===== src/rtl/alu_req_arbiter.sv =====
// Two-channel round-robin sequencer sharing one combinational ALU; one op in flight.
// Optional divide-by-zero short-circuit enabled by defining DIV_ZERO_CHK_EN.
module alu_req_arbiter #(
    parameter int W       = 8,
    parameter int ALU_LAT = 1
) (
    input  logic         clk,
    input  logic         rst,
    input  logic [1:0]   req_valid,
    output logic [1:0]   req_ready,
    input  logic [3:0]   req_op0,
    input  logic [3:0]   req_op1,
    input  logic [W-1:0] req_a0,
    input  logic [W-1:0] req_a1,
    input  logic [W-1:0] req_b0,
    input  logic [W-1:0] req_b1,
    output logic [1:0]   resp_valid,
    input  logic [1:0]   resp_ready,
    output logic [W-1:0] resp_res,
    output logic         resp_err,
    output logic [3:0]   alu_op,
    output logic [W-1:0] alu_a,
    output logic [W-1:0] alu_b,
    input  logic [W-1:0] alu_res,
    output logic         busy
);
    typedef enum logic [1:0] {IDLE, EXEC, DONE} state_t;

    localparam logic [3:0] CNT_INIT = 4'(ALU_LAT - 1);

    state_t       state_q, state_d;
    logic         last_grant_q, last_grant_d;
    logic [3:0]   cnt_q, cnt_d;
    logic [3:0]   alu_op_q, alu_op_d;
    logic [W-1:0] alu_a_q, alu_a_d;
    logic [W-1:0] alu_b_q, alu_b_d;
    logic [W-1:0] resp_res_q, resp_res_d;
    logic         resp_err_q, resp_err_d;

    logic         grant;
    logic         accept;
    logic         div_zero;
    logic [3:0]   sel_op;
    logic [W-1:0] sel_a;
    logic [W-1:0] sel_b;

    // On contention the channel that did not win last time is granted.
    always_comb begin
        grant = req_valid[1];
        if (req_valid == 2'b11) begin
            grant = ~last_grant_q;
        end
        req_ready = 2'b00;
        if (state_q == IDLE && (|req_valid) && !rst) begin
            req_ready = grant ? 2'b10 : 2'b01;
        end
        accept = |(req_valid & req_ready);
        sel_op = grant ? req_op1 : req_op0;
        sel_a  = grant ? req_a1  : req_a0;
        sel_b  = grant ? req_b1  : req_b0;
`ifdef DIV_ZERO_CHK_EN
        div_zero = (sel_op == 4'b0011 || sel_op == 4'b0100) && (sel_b == '0);
`else
        div_zero = 1'b0;
`endif
    end

    always_comb begin
        state_d      = state_q;
        last_grant_d = last_grant_q;
        cnt_d        = cnt_q;
        alu_op_d     = alu_op_q;
        alu_a_d      = alu_a_q;
        alu_b_d      = alu_b_q;
        resp_res_d   = resp_res_q;
        resp_err_d   = resp_err_q;
        case (state_q)
            IDLE: begin
                if (accept) begin
                    alu_op_d     = sel_op;
                    alu_a_d      = sel_a;
                    alu_b_d      = sel_b;
                    last_grant_d = grant;
                    cnt_d        = CNT_INIT;
                    if (div_zero) begin
                        resp_res_d = {W{1'b1}};
                        resp_err_d = 1'b1;
                        state_d    = DONE;
                    end else begin
                        state_d    = EXEC;
                    end
                end
            end
            EXEC: begin
                if (cnt_q == 4'd0) begin
                    resp_res_d = alu_res;
                    resp_err_d = 1'b0;
                    state_d    = DONE;
                end else begin
                    cnt_d = cnt_q - 4'd1;
                end
            end
            DONE: begin
                // last_grant_q names the owner of the op in flight.
                if (resp_ready[last_grant_q]) begin
                    state_d = IDLE;
                end
            end
            default: state_d = IDLE;
        endcase
    end

    always_ff @(posedge clk or posedge rst) begin
        if (rst) begin
            state_q      <= IDLE;
            last_grant_q <= 1'b1;
            cnt_q        <= 4'd0;
            alu_op_q     <= 4'd0;
            alu_a_q      <= '0;
            alu_b_q      <= '0;
            resp_res_q   <= '0;
            resp_err_q   <= 1'b0;
        end else begin
            state_q      <= state_d;
            last_grant_q <= last_grant_d;
            cnt_q        <= cnt_d;
            alu_op_q     <= alu_op_d;
            alu_a_q      <= alu_a_d;
            alu_b_q      <= alu_b_d;
            resp_res_q   <= resp_res_d;
            resp_err_q   <= resp_err_d;
        end
    end

    assign resp_valid = (state_q == DONE) ? (last_grant_q ? 2'b10 : 2'b01) : 2'b00;
    assign resp_res   = resp_res_q;
    assign resp_err   = resp_err_q;
    assign alu_op     = alu_op_q;
    assign alu_a      = alu_a_q;
    assign alu_b      = alu_b_q;
    assign busy       = (state_q != IDLE);

endmodule

===== config.mk =====
export PLATFORM = sky130hd
export DESIGN_NAME = alu_req_arbiter
export DESIGN_NICKNAME = d
export VERILOG_FILES = /design/src/rtl/alu_req_arbiter.sv
export SDC_FILE = /design/constraint.sdc
export NUM_CORES = 1
export LEC_CHECK = 0
export BUFFER_PORTS_ARGS = -buffer_cell sky130_fd_sc_hd__clkbuf_2
export CAP_MARGIN = 40
export CORE_MARGIN = 8
export CORE_UTILIZATION = 30
export DETAILED_ROUTE_END_ITERATION = 6
export PLACE_DENSITY = 0.59
export SYNTH_ARGS = -nofsm -noshare
export SYNTH_HDL_FRONTEND = slang
export SYNTH_SLANG_ARGS = --single-unit

===== constraint.sdc =====
create_clock -name clk -period 3.1 [get_ports clk]
set_input_delay 0.62 -clock clk [delete_from_list [all_inputs] [get_ports clk]]
set_output_delay 0.62 -clock clk [all_outputs]
set_load 0.02 [all_outputs]

-- Word-level counts from Yosys, hierarchy flattened
Index checks and enable logic that the tools add are counted.
- output and inout port bits: 34
- logic and storage cells: 48
- register bits after elaboration: 35
- input bits: 54
- multiplexer cells: 17
- equality and inequality tests: 7
- bitwise gates (word level): 2
- reductions and logical operators: 13
- add/sub/neg operators: 1
- order comparisons: 1
- operators with widths (operator ; number):
    8-bit 2-to-1 mux ; 2
    2-bit 2-to-1 mux ; 7
    4-bit 2-to-1 mux ; 3
    2-bit inequality test (second input constant) ; 4
    4-bit case mux with 2 select lines ; 1
    2-bit case mux with 3 select lines ; 1
    3-bit AND reduction ; 2
    2-bit equality test (second input constant) ; 2
    4-bit logical NOT ; 1
    2-bit AND reduction ; 2
    2-bit nonzero test ; 2
    2-bit OR reduction ; 2
    4-bit by 1-bit subtractor with 4-bit output (second input constant) ; 1
    1-bit 2-to-1 mux ; 3
    2-bit bitwise AND ; 1
    2-bit by 1-bit equality test with 1-bit output (second input constant) ; 1
    1-bit logical AND ; 2
    2-bit logical NOT ; 1
    1-bit by 2-bit < comparator with 1-bit output (second input constant) ; 1
    1-bit logical NOT ; 1
    1-bit inverter ; 1

-- Longest topological paths before layout
Gate-level depths: netlist of run 1.
- word-level depth: 8
- mapped depth: 5
- depth with buffers taken out: 5

-- Least setup slack after synthesis of run 1
Ideal clock, no wire load.
- kind: input -> output
- start point: input rst
- end point: output req_ready[0]
- slack: 1.081 ns
- path buffers: 1
- arrival time: 1.399 ns
- cell stages on the path: 3
- required time: 2.480 ns
- path through: or3_4 > a211oi_4 > buf_6
- cells in the longest elaborated chain, start to end: 3
- RTL lines (what ; RTL line ; RTL):
    start: declaration ; 8 ; input logic rst,
    1-bit logical NOT (no line) ; n/a ;
    1-bit logical AND ; 54 ; if (state_q == IDLE && (|req_valid) && !rst) begin
    2-bit 2-to-1 mux ; 54 ;
    end: declaration ; 10 ; output logic [1:0] req_ready,
No other way between the ends.

-- Final worst setup path of run 1
- start point: register state_q[1]
- end point: output req_ready[0]
- cells in the longest elaborated chain, start to end: 4
- RTL lines (what ; RTL line ; RTL):
    start: declaration ; 31 ; state_t state_q, state_d;
    start signal: assignment ; 124 ; state_q <= state_d;
    2-bit logical NOT ; 54 ;
    1-bit logical AND (2 in a row) ; 54 ;
    2-bit 2-to-1 mux ; 54 ;
No other way between the ends.

==> flow_summary.toml, run 1 <==
[outcome]
status = "finished, final reports clean"

[floorplan]
die_h_um = 90.03
num_rows = 27
start_util = 0.3042
core_area_sq_um = 5405
pin_count = 88
fp.dieArea_sq_um = 8105
die_x_um = 90.03

[place]
place_ws_ns = 0.9594
dpl_cell_area_sq_um = 2142
gp_congestion = 0.7239
post-dp-hpwl_um = 3596
place_inst = 285
io_buffers = 86

[sta]
hold_viol = 0
tns_ns = 0
clock_skew_ns = 0.001724
finalSetupViolations = 0
period_share = 0.7144
layout_setup_ws_ns = 0.8854
maxSlewViolCount = 0
fin_crit_ns = 2.215
slew_headroom = 0.5882
finalHoldWorstSlack_ns = 0.2817
fmax_mhz = 451.6
rsz0062_at_grt = "no"
worstMarginPinSlew_ns = 0.6178

[cts]
cts-root-buf = "clkbuf_8"
cts_setup_buffers = 0
ctsHoldBuffers = 0
clkTransAtPathRegs_ns = 0.07
numCtsBuffers = 5
clock_path_buffers = 2
clock_latency_ns = 0.28
clock-sinks = 35
cts_resized = 0
h-tree-depth = 2
cts_tree = "done"

[synthesis]
synthCells = 132
syn_area_sq_um = 1644
synth_cell_type_count = 32
synth_compound_area_frac = 0.2451
synth.yosys.seq_area_share = 0.5335
avgSynthCellArea_sq_um = 12.46
synth_xor_area_frac = 0
syn_nets = 188
synthAdderAreaFrac = 0.01522
synth_seq_cells = 35
synth_simple_gate_area_share = 0.07002
ys.warnings.count = 0
synthMuxAreaShare = 0.08752
synth_top_family_by_area = "compound AO/OA/AOI/OAI gates"

[drt]
wl_um = 4605
avgRoutedWirePerCell_um = 15.72
num_vias = 1397
drtAntennaViolNets = 0
avgViaCountPerCell = 4.768
drc = 0
drtPass1Iterations = 4
drtIter0Drc = 76

[grt]
grt_pass1_vias = 1573
grt_start_max_net_pins = 30
grt_first_pass_wirelength_um = 7879
grt_use_total = 0.1174
grt_overflow = 0
antenna_found_initial = 0

[final_layout]
final_nets = 276
drive_above_1_share = 0.4706
final.fill_count = 561
syn_to_final_growth_pct = 36.38
antennaDiodeCount = 0
stdcell_count = 293
finish.instance_area_sq_um = 2242

[critical_path]
worst_path_max_delay_cell = "dfrtp_1"
crit_path_cell_trace = "or3_4 > a211oi_4 > clkbuf_2"
start_kind = "flop"
crit_path_max_fanout = 6
max_stage_delay_ns = 0.45
path_buf_inv = 1
crit_required_ns = 2.48
crit_arrival_ns = 1.59
critPathTopFamily = "flip-flops"
endpoint_kind = "output pin"
path_class = "flop to output pin"

[pwr]
powerDensity_nw_per_um2 = 1012
p_leak_nw = 1.145
ir_worst_vdd_mv = 0.3817

[hold_path]
hold_path.class = "input pin to asynchronous set/reset pin"

[job]
max-cap-violations = 0
[cell type report]
class,instances,area [sq um],area share
well taps,72,90.09,0.04018
multi-input cells,83,695.7,0.3103
flip-flops and latches,35,877.1,0.3912
clock buffers,8,100.1,0.04464
repair buffers,90,460.4,0.2054
inverters,5,18.77,0.008371
[metal layers]
layer,track usage,share of wire,wire length [um],up-vias
met5,0,0,0,-
met4,0.04300,0.018,82,0
met3,0.04738,0.068,315,9
met2,0.1890,0.50,2288,44
met1,0.1372,0.42,1918,676
li1,-,-,-,668
[power breakdown]
part	leakage [nW]	total (mW)	switching [mW]	internal (mW)
Sequential	0.429	0.825	0.143	0.683
Clock	0.0515	0.355	0.153	0.203
Combinational	0.664	1.09	0.621	0.467
Total	1.15	2.27	0.916	1.35
[final timing paths]
path,from,to,slack [ns],cells past startpoint
min in group clk,cnt_q[3],cnt_q[3],0.49,1
max in group asynchronous,rst,last_grant_q,2.14,3
worst min register to register,cnt_q[3],cnt_q[3],0.49,1
worst max register to register,cnt_q[0],resp_res[0],1.21,5
worst min-delay path,rst,alu_a[0],0.28,2
worst max-delay path,state_q[1],req_ready[0],0.89,3
[kinds of logic (layout without fill, tap and decap cells)]
family          after synthesis  after routing
compound gates               46             46
fa+ha+maj                     2              2
buf+inv                      14            103
flops                        35             35
mux                          13             13
other cells                   1              1
simple gates                 21             21
[cell usage after synthesis]
cell,n,area (sq um)
nand3_1,2,10.01
and3_1,1,6.260
mux2_1,10,112.6
or2_1,1,6.260
or3b_1,1,8.760
ha_1,2,25.02
a221o_1,20,200.2
dfrtp_1,34,850.8
o21ai_0,1,5.000
a21boi_0,18,135.1
nor2b_1,1,6.260
mux2i_1,2,20.02
buf_4,1,7.510
or3_4,1,11.26
nor3b_1,1,7.510
buf_2,4,20.02
or2_2,1,6.260
o22ai_2,1,12.51
buf_6,2,22.52
nand2_1,2,7.510
mux2_2,1,11.26
dfstp_2,1,26.28
conb_1,1,3.750
nor2_1,6,22.52
o21ai_1,2,10.01
nand2b_1,2,12.51
a21oi_1,1,5.000
inv_1,5,18.77
clkbuf_1,2,7.510
a21boi_1,2,15.01
nor3_1,2,10.01
a211oi_4,1,20.02
[state kept, by name, summed over array words and instances, names as in the netlist]
| name | cells |
|---|---|
| alu_a | 8 |
| alu_b | 8 |
| alu_op | 4 |
| cnt_q | 4 |
| last_grant_q | 1 |
| resp_res | 8 |
| state_q | 2 |
[metrics by stage]
stage | utilization | power, mW
after floorplan | - | 1.564
after detailed placement | 0.3963 | 1.937
after global placement | 0.3963 | 1.925
after global routing | 0.4148 | 2.437
after CTS | 0.4148 | 2.303
final | 0.4148 | 2.269
[placed cells by master (no fill, tap or decap), types with 2 or more instances in the layout]
| cell | Yosys | layout |
|---|---|---|
| nand3_1 | 2 | 2 |
| nand2b_1 | 2 | 2 |
| clkbuf_2 | 0 | 86 |
| nand2_1 | 2 | 2 |
| o21ai_1 | 2 | 2 |
| inv_1 | 5 | 5 |
| ha_1 | 2 | 2 |
| mux2i_1 | 2 | 2 |
| dfrtp_1 | 34 | 34 |
| a21boi_0 | 18 | 18 |
| a221o_1 | 20 | 20 |
| clkbuf_8 | 0 | 7 |
| buf_4 | 1 | 4 |
| nor2_1 | 6 | 6 |
| a21boi_1 | 2 | 2 |
| mux2_1 | 10 | 10 |
[worst register-to-register path, stage by stage, from the launching register on]
cell and delay [ns]:
dfrtp_1 0.41, inv_1 0.09, ha_1 0.17, nor3b_1 0.35
nand2_1 0.34, mux2_1 0.41
Power figures use the tool's default switching activity.
==> run 2: changes to the inputs <==
Settings changed: ABC_AREA set to 1.
Clock period 3.1 ns to 2.1 ns, I/O delays scaled along.
==> run 2 against run 1 <==
Against the previous run:
- worst hold slack better by 0.020 ns
- worst setup slack worse by 0.62 ns
- die area up 0.94%
- combinational power up 38%
- power up 42%
- clock power up 52%
- synthesized area up 1.1%
- first-iteration DRC count down 38%
- core utilization about the same
- non-clock buffer count unchanged
- clock-buffer cell count down 1
- routed wire length down 5.0%
- critical endpoint unchanged
- largest cell class unchanged
==> flow_summary.toml, run 2 <==
[drt]
drc = 0
drtPass1Iterations = 4
avgRoutedWirePerCell_um = 12.11
drtAntennaViolNets = 0
wl_um = 4373
avgViaCountPerCell = 4.191
drtIter0Drc = 47
num_vias = 1513

[synthesis]
synth.yosys.seq_area_share = 0.5275
synthCells = 199
synth_top_area_share = 0.5117
avgSynthCellArea_sq_um = 8.356
synthTopCellsByCount = "nand2_1, dfrtp_1, nand3_1"
synth_flop_cell = "dfrtp_1"
synthArstFlopShare = 1.000
synth_cell_type_count = 22
yosysTopAreaCell = "dfrtp_1"
ys.warnings.count = 0
synth_seq_cells = 35
synth_area_leaders = "dfrtp_1, nand2_1, nand3_1"
yosysMostFrequentCell = "nand2_1"
synth_edf_count = 0
syn_nets = 255
syn_area_sq_um = 1663

[cts]
clock_latency_ns = 0.28
cts_setup_buffers = 0
clock_path_buffers = 2
cts-root-buf = "clkbuf_8"
cts_resized = 0
clock-sinks = 35
clkTransAtPathRegs_ns = 0.07
cts_tree = "done"
ctsHoldBuffers = 0
numCtsBuffers = 5
h-tree-depth = 2

[pwr]
powerDensity_nw_per_um2 = 1427
p_leak_nw = 1.273
total_power_mw = 3.218
ir_worst_vdd_mv = 0.5161

[outcome]
status = "finished, final reports clean"

[hold_path]
hold_path.class = "input pin to asynchronous set/reset pin"

[place]
post-dp-hpwl_um = 3391
gp_congestion = 0.7053
io_buffers = 86
place_inst = 353

[final_layout]
antennaDiodeCount = 0
multi_input_area_sq_um = 648.1
area.sequential_sq_um = 877.1
drive_above_1_share = 0.3806
final.fill_count = 552
syn_to_final_growth_pct = 35.59
final_common_cell = "clkbuf_2"
most-common-layout-cells = "clkbuf_2, nand2_1, dfrtp_1, nand3_1, inv_1"
fin_util = 0.4145
final_nets = 344
stdcell_count = 361

[sta]
fin_crit_ns = 1.837
fmax_mhz = 544.3
clock_skew_ns = 0.001729
tns_ns = 0
finalSetupViolations = 0
maxSlewViolCount = 0
rsz0062_at_grt = "no"
period_share = 0.8749
hold_viol = 0

[floorplan]
core_area_sq_um = 5439
fp.dieArea_sq_um = 8181
num_rows = 27
start_util = 0.3057
die_x_um = 90.45
die_h_um = 90.45
pin_count = 88

[critical_path]
crit_path_max_fanout = 14
crit_arrival_ns = 1.42
start_kind = "flop"
crit_required_ns = 1.68
path_class = "flop to output pin"
endpoint_kind = "output pin"

[job]
max-cap-violations = 0

[grt]
grt_first_pass_wirelength_um = 7686
grt_overflow = 0
grt_pass1_vias = 1660
grt_start_max_net_pins = 36
grt_use_total = 0.1128
antenna_found_initial = 0
run 2: changes by cell type in the layout (fill, tap and decap cells not counted), moves of 3 or more:
cell      change
mux2_1       -10
nand3_1      +21
o21ai_1       +3
a221o_1      -20
inv_1        +13
o21ai_2       +3
a21boi_0     -18
nand2_1      +82
run 2: cells by family after synthesis:
group	Yosys count	share of synthesized area
buffers and inverters	27	0.08277
and+or+nand+nor	122	0.3251
AOI/OAI and AO/OA	11	0.04213
xor gates and xnor gates	1	0.005268
DFF	35	0.5275
other	1	0.002255
adders and majority gates	2	0.01505
run 2: metrics by stage:
stage	hold WS (ns)	area, sq um	setup WS, ns
after detailed placement	0.4680	2151	0.4722
after floorplan	0.3828	1667	0.1928
after CTS	0.3161	2255	0.2202
after global routing	0.3290	2255	0.1311
final	0.3018	2255	0.2626
after global placement	0.4688	2151	0.4951
run 2: final timing paths:
path,cells past startpoint,to,slack [ns],from
setup / recovery,4,req_ready[0],0.26,state_q[1]
hold / removal,3,cnt_q[2],0.30,rst
setup reg to reg,7,cnt_q[0],0.58,state_q[1]
hold reg to reg,2,resp_res[5],0.49,resp_res[5]
max in group asynchronous,3,last_grant_q,1.45,rst
min in group clk,3,alu_b[0],0.34,req_b1[0]
run 2: cell type report:
type / count / area share
flip-flops and latches: 35 / 0.3890
multi-input cells: 137 / 0.2875
repair buffers: 90 / 0.2042
clock buffers: 7 / 0.04273
well taps: 72 / 0.03996
inverters: 19 / 0.03330
clock inverters: 1 / 0.003330
run 2: worst max-delay path: stages, from the launching register on:
cell	delay, ns
dfrtp_1	0.41
nor2_2	0.18
nand3_4	0.22
nor2_4	0.15
clkbuf_2	0.18
run 2: routing by layer:
layer / track usage / vias up / part of all wire
met1: 0.1324 / 653 / 0.46
li1: - / 788 / -
met3: 0.06068 / 6 / 0.10
met4: 0.03745 / 0 / 0.013
met5: 0 / - / 0
met2: 0.1712 / 66 / 0.42
run 2: report_power, final:
group	switching, mW	internal, mW	total (mW)
Clock	0.242	0.298	0.540
Combinational	0.977	0.522	1.50
Sequential	0.183	0.995	1.18
Total	1.40	1.82	3.22
==> run 3: changes to the inputs <==
Settings changed: CORE_ASPECT_RATIO set to 1.2.
==> run 3 against run 2 <==
Against the previous run:
- cell count is 2.8% lower
- clock power decreased by 12%
- register-to-register slack better by 0.12 ns
- design area is 1.4% lower
- clock-buffer cell count fell by 1
- power is 2.0% lower
- core utilization grew 0.23 points
- first-iteration DRC count down 28%
- flip-flop and latch count unchanged
- clock skew grew 0.0043 ns
- combinational power about the same
- worst setup slack better by 0.054 ns
- critical endpoint unchanged
- largest cell class unchanged
- largest power group unchanged
==> flow_summary.toml, run 3 (same netlist as run 2, synthesis figures left out) <==
[grt]
grt_use_total = 0.1188
grt_first_pass_wirelength_um = 8017
antenna_found_initial = 0
grt_pass1_vias = 1653
grt_start_max_net_pins = 36
grt_overflow = 0

[cts]
clkTransAtPathRegs_ns = 0.07
cts_tree = "done"
numCtsBuffers = 5
cts-root-buf = "clkbuf_8"
cts_setup_buffers = 0
cts_resized = 0
ctsHoldBuffers = 0
clock_latency_ns = 0.28
clock-sinks = 35
clock_path_buffers = 2
h-tree-depth = 2

[floorplan]
start_util = 0.3118
num_rows = 29
pin_count = 88
die_h_um = 97.56
core_area_sq_um = 5334
die_x_um = 83.97
fp.dieArea_sq_um = 8191

[pwr]
internal_power_mw = 1.747
p_sw_mw = 1.407
total_power_mw = 3.154
switching_share = 0.4460
p_clk_frac = 0.151
p_leak_nw = 1.264
power_frac_seq = 0.372
powerDensity_nw_per_um2 = 1419
ir_worst_vdd_mv = 0.4918
pwr-share-comb = 0.477

[sta]
hold_viol = 0
fin_crit_ns = 1.783
finalSetupViolations = 0
maxSlewViolCount = 0
rsz0062_at_grt = "no"
clock_skew_ns = 0.006062
period_share = 0.8490
tns_ns = 0
fmax_mhz = 560.9

[place]
io_buffers = 86
gp_congestion = 0.7839
post-dp-hpwl_um = 3503
dpl_cell_area_sq_um = 2138

[final_layout]
fin_util = 0.4168
finish.instance_area_sq_um = 2223
final_nets = 344
multi_input_area_sq_um = 648.1
antennaDiodeCount = 0
drive_above_1_share = 0.3772
area.sequential_sq_um = 877.1
final.fill_count = 550
final_common_cell = "clkbuf_2"
syn_to_final_growth_pct = 33.71
most-common-layout-cells = "clkbuf_2, nand2_1, dfrtp_1, nand3_1, inv_1"

[drt]
avgRoutedWirePerCell_um = 12.95
drtAntennaViolNets = 0
drtIter0Drc = 34
wl_um = 4547
drc = 0
avgViaCountPerCell = 4.305
num_vias = 1511
drtPass1Iterations = 2

[critical_path]
endpoint_kind = "output pin"
crit_arrival_ns = 1.36
path_class = "flop to output pin"
crit_required_ns = 1.68
crit_path_max_fanout = 9
start_kind = "flop"

[outcome]
status = "finished, final reports clean"

[job]
max-cap-violations = 0

[hold_path]
hold_path.class = "input pin to asynchronous set/reset pin"
[run 3: cell count changes in the layout (fill, tap and decap cells not counted), sizes merged]
cell,delta
clkinv,+1
clkbuf,-1
[run 3: through the flow]
step | hold slack [ns] | instances | worst slack [ns]
detailed placement | 0.4707 | 343 | 0.5421
finish | 0.3030 | 351 | 0.3170
global route | 0.3359 | 351 | 0.2201
global placement | 0.4674 | 343 | 0.5354
CTS | 0.3190 | 351 | 0.2953
floorplan | 0.3828 | 199 | 0.1928
[run 3: routing by layer]
layer / GRT usage / wire, um / share of wire / vias to the layer above
met1: 0.1271 / 1830 / 0.40 / 675
met3: 0.03859 / 276 / 0.061 / 4
met2: 0.2082 / 2360 / 0.52 / 44
met4: 0.04794 / 79 / 0.017 / 0
met5: 0 / 0 / 0 / -
li1: - / - / - / 788
[run 3: power by group through the flow]
stage                     clock network (mW)  registers (mW)  logic [mW]
after floorplan                            0            1.49       0.748
after global placement                     0            1.17        1.53
after detailed placement                   0            1.18        1.54
after CTS                              0.503            1.17        1.54
after global routing                   0.535            1.21        1.70
final                                  0.477            1.17        1.51
[run 3: worst max-delay path, cell delays in order, from the launching register on]
cell and delay [ns]:
dfrtp_1 0.41, nor2_2 0.19, nand3_4 0.17, nor2_4 0.12
clkbuf_2 0.19
[run 3: path summary, 6_finish.rpt]
check                          endpoint  slack [ns]  cells after the start   startpoint
max in group asynchronous  last_grant_q        1.44                      3          rst
max reg2reg                    alu_b[6]        0.70                      6   state_q[1]
min reg2reg                 resp_res[3]        0.48                      2  resp_res[3]
min in group clk               alu_b[3]        0.34                      3    req_b1[3]
min                            cnt_q[2]        0.30                      3          rst
max                        req_ready[0]        0.32                      4   state_q[1]
[run 3: layout make-up]
cell class,instances,share of cell area
repair buffers,90,0.2071
inverters,19,0.03376
well taps,62,0.03489
multi-input cells,137,0.2915
flip-flops and latches,35,0.3945
clock buffers,6,0.03264
clock inverters,2,0.005627
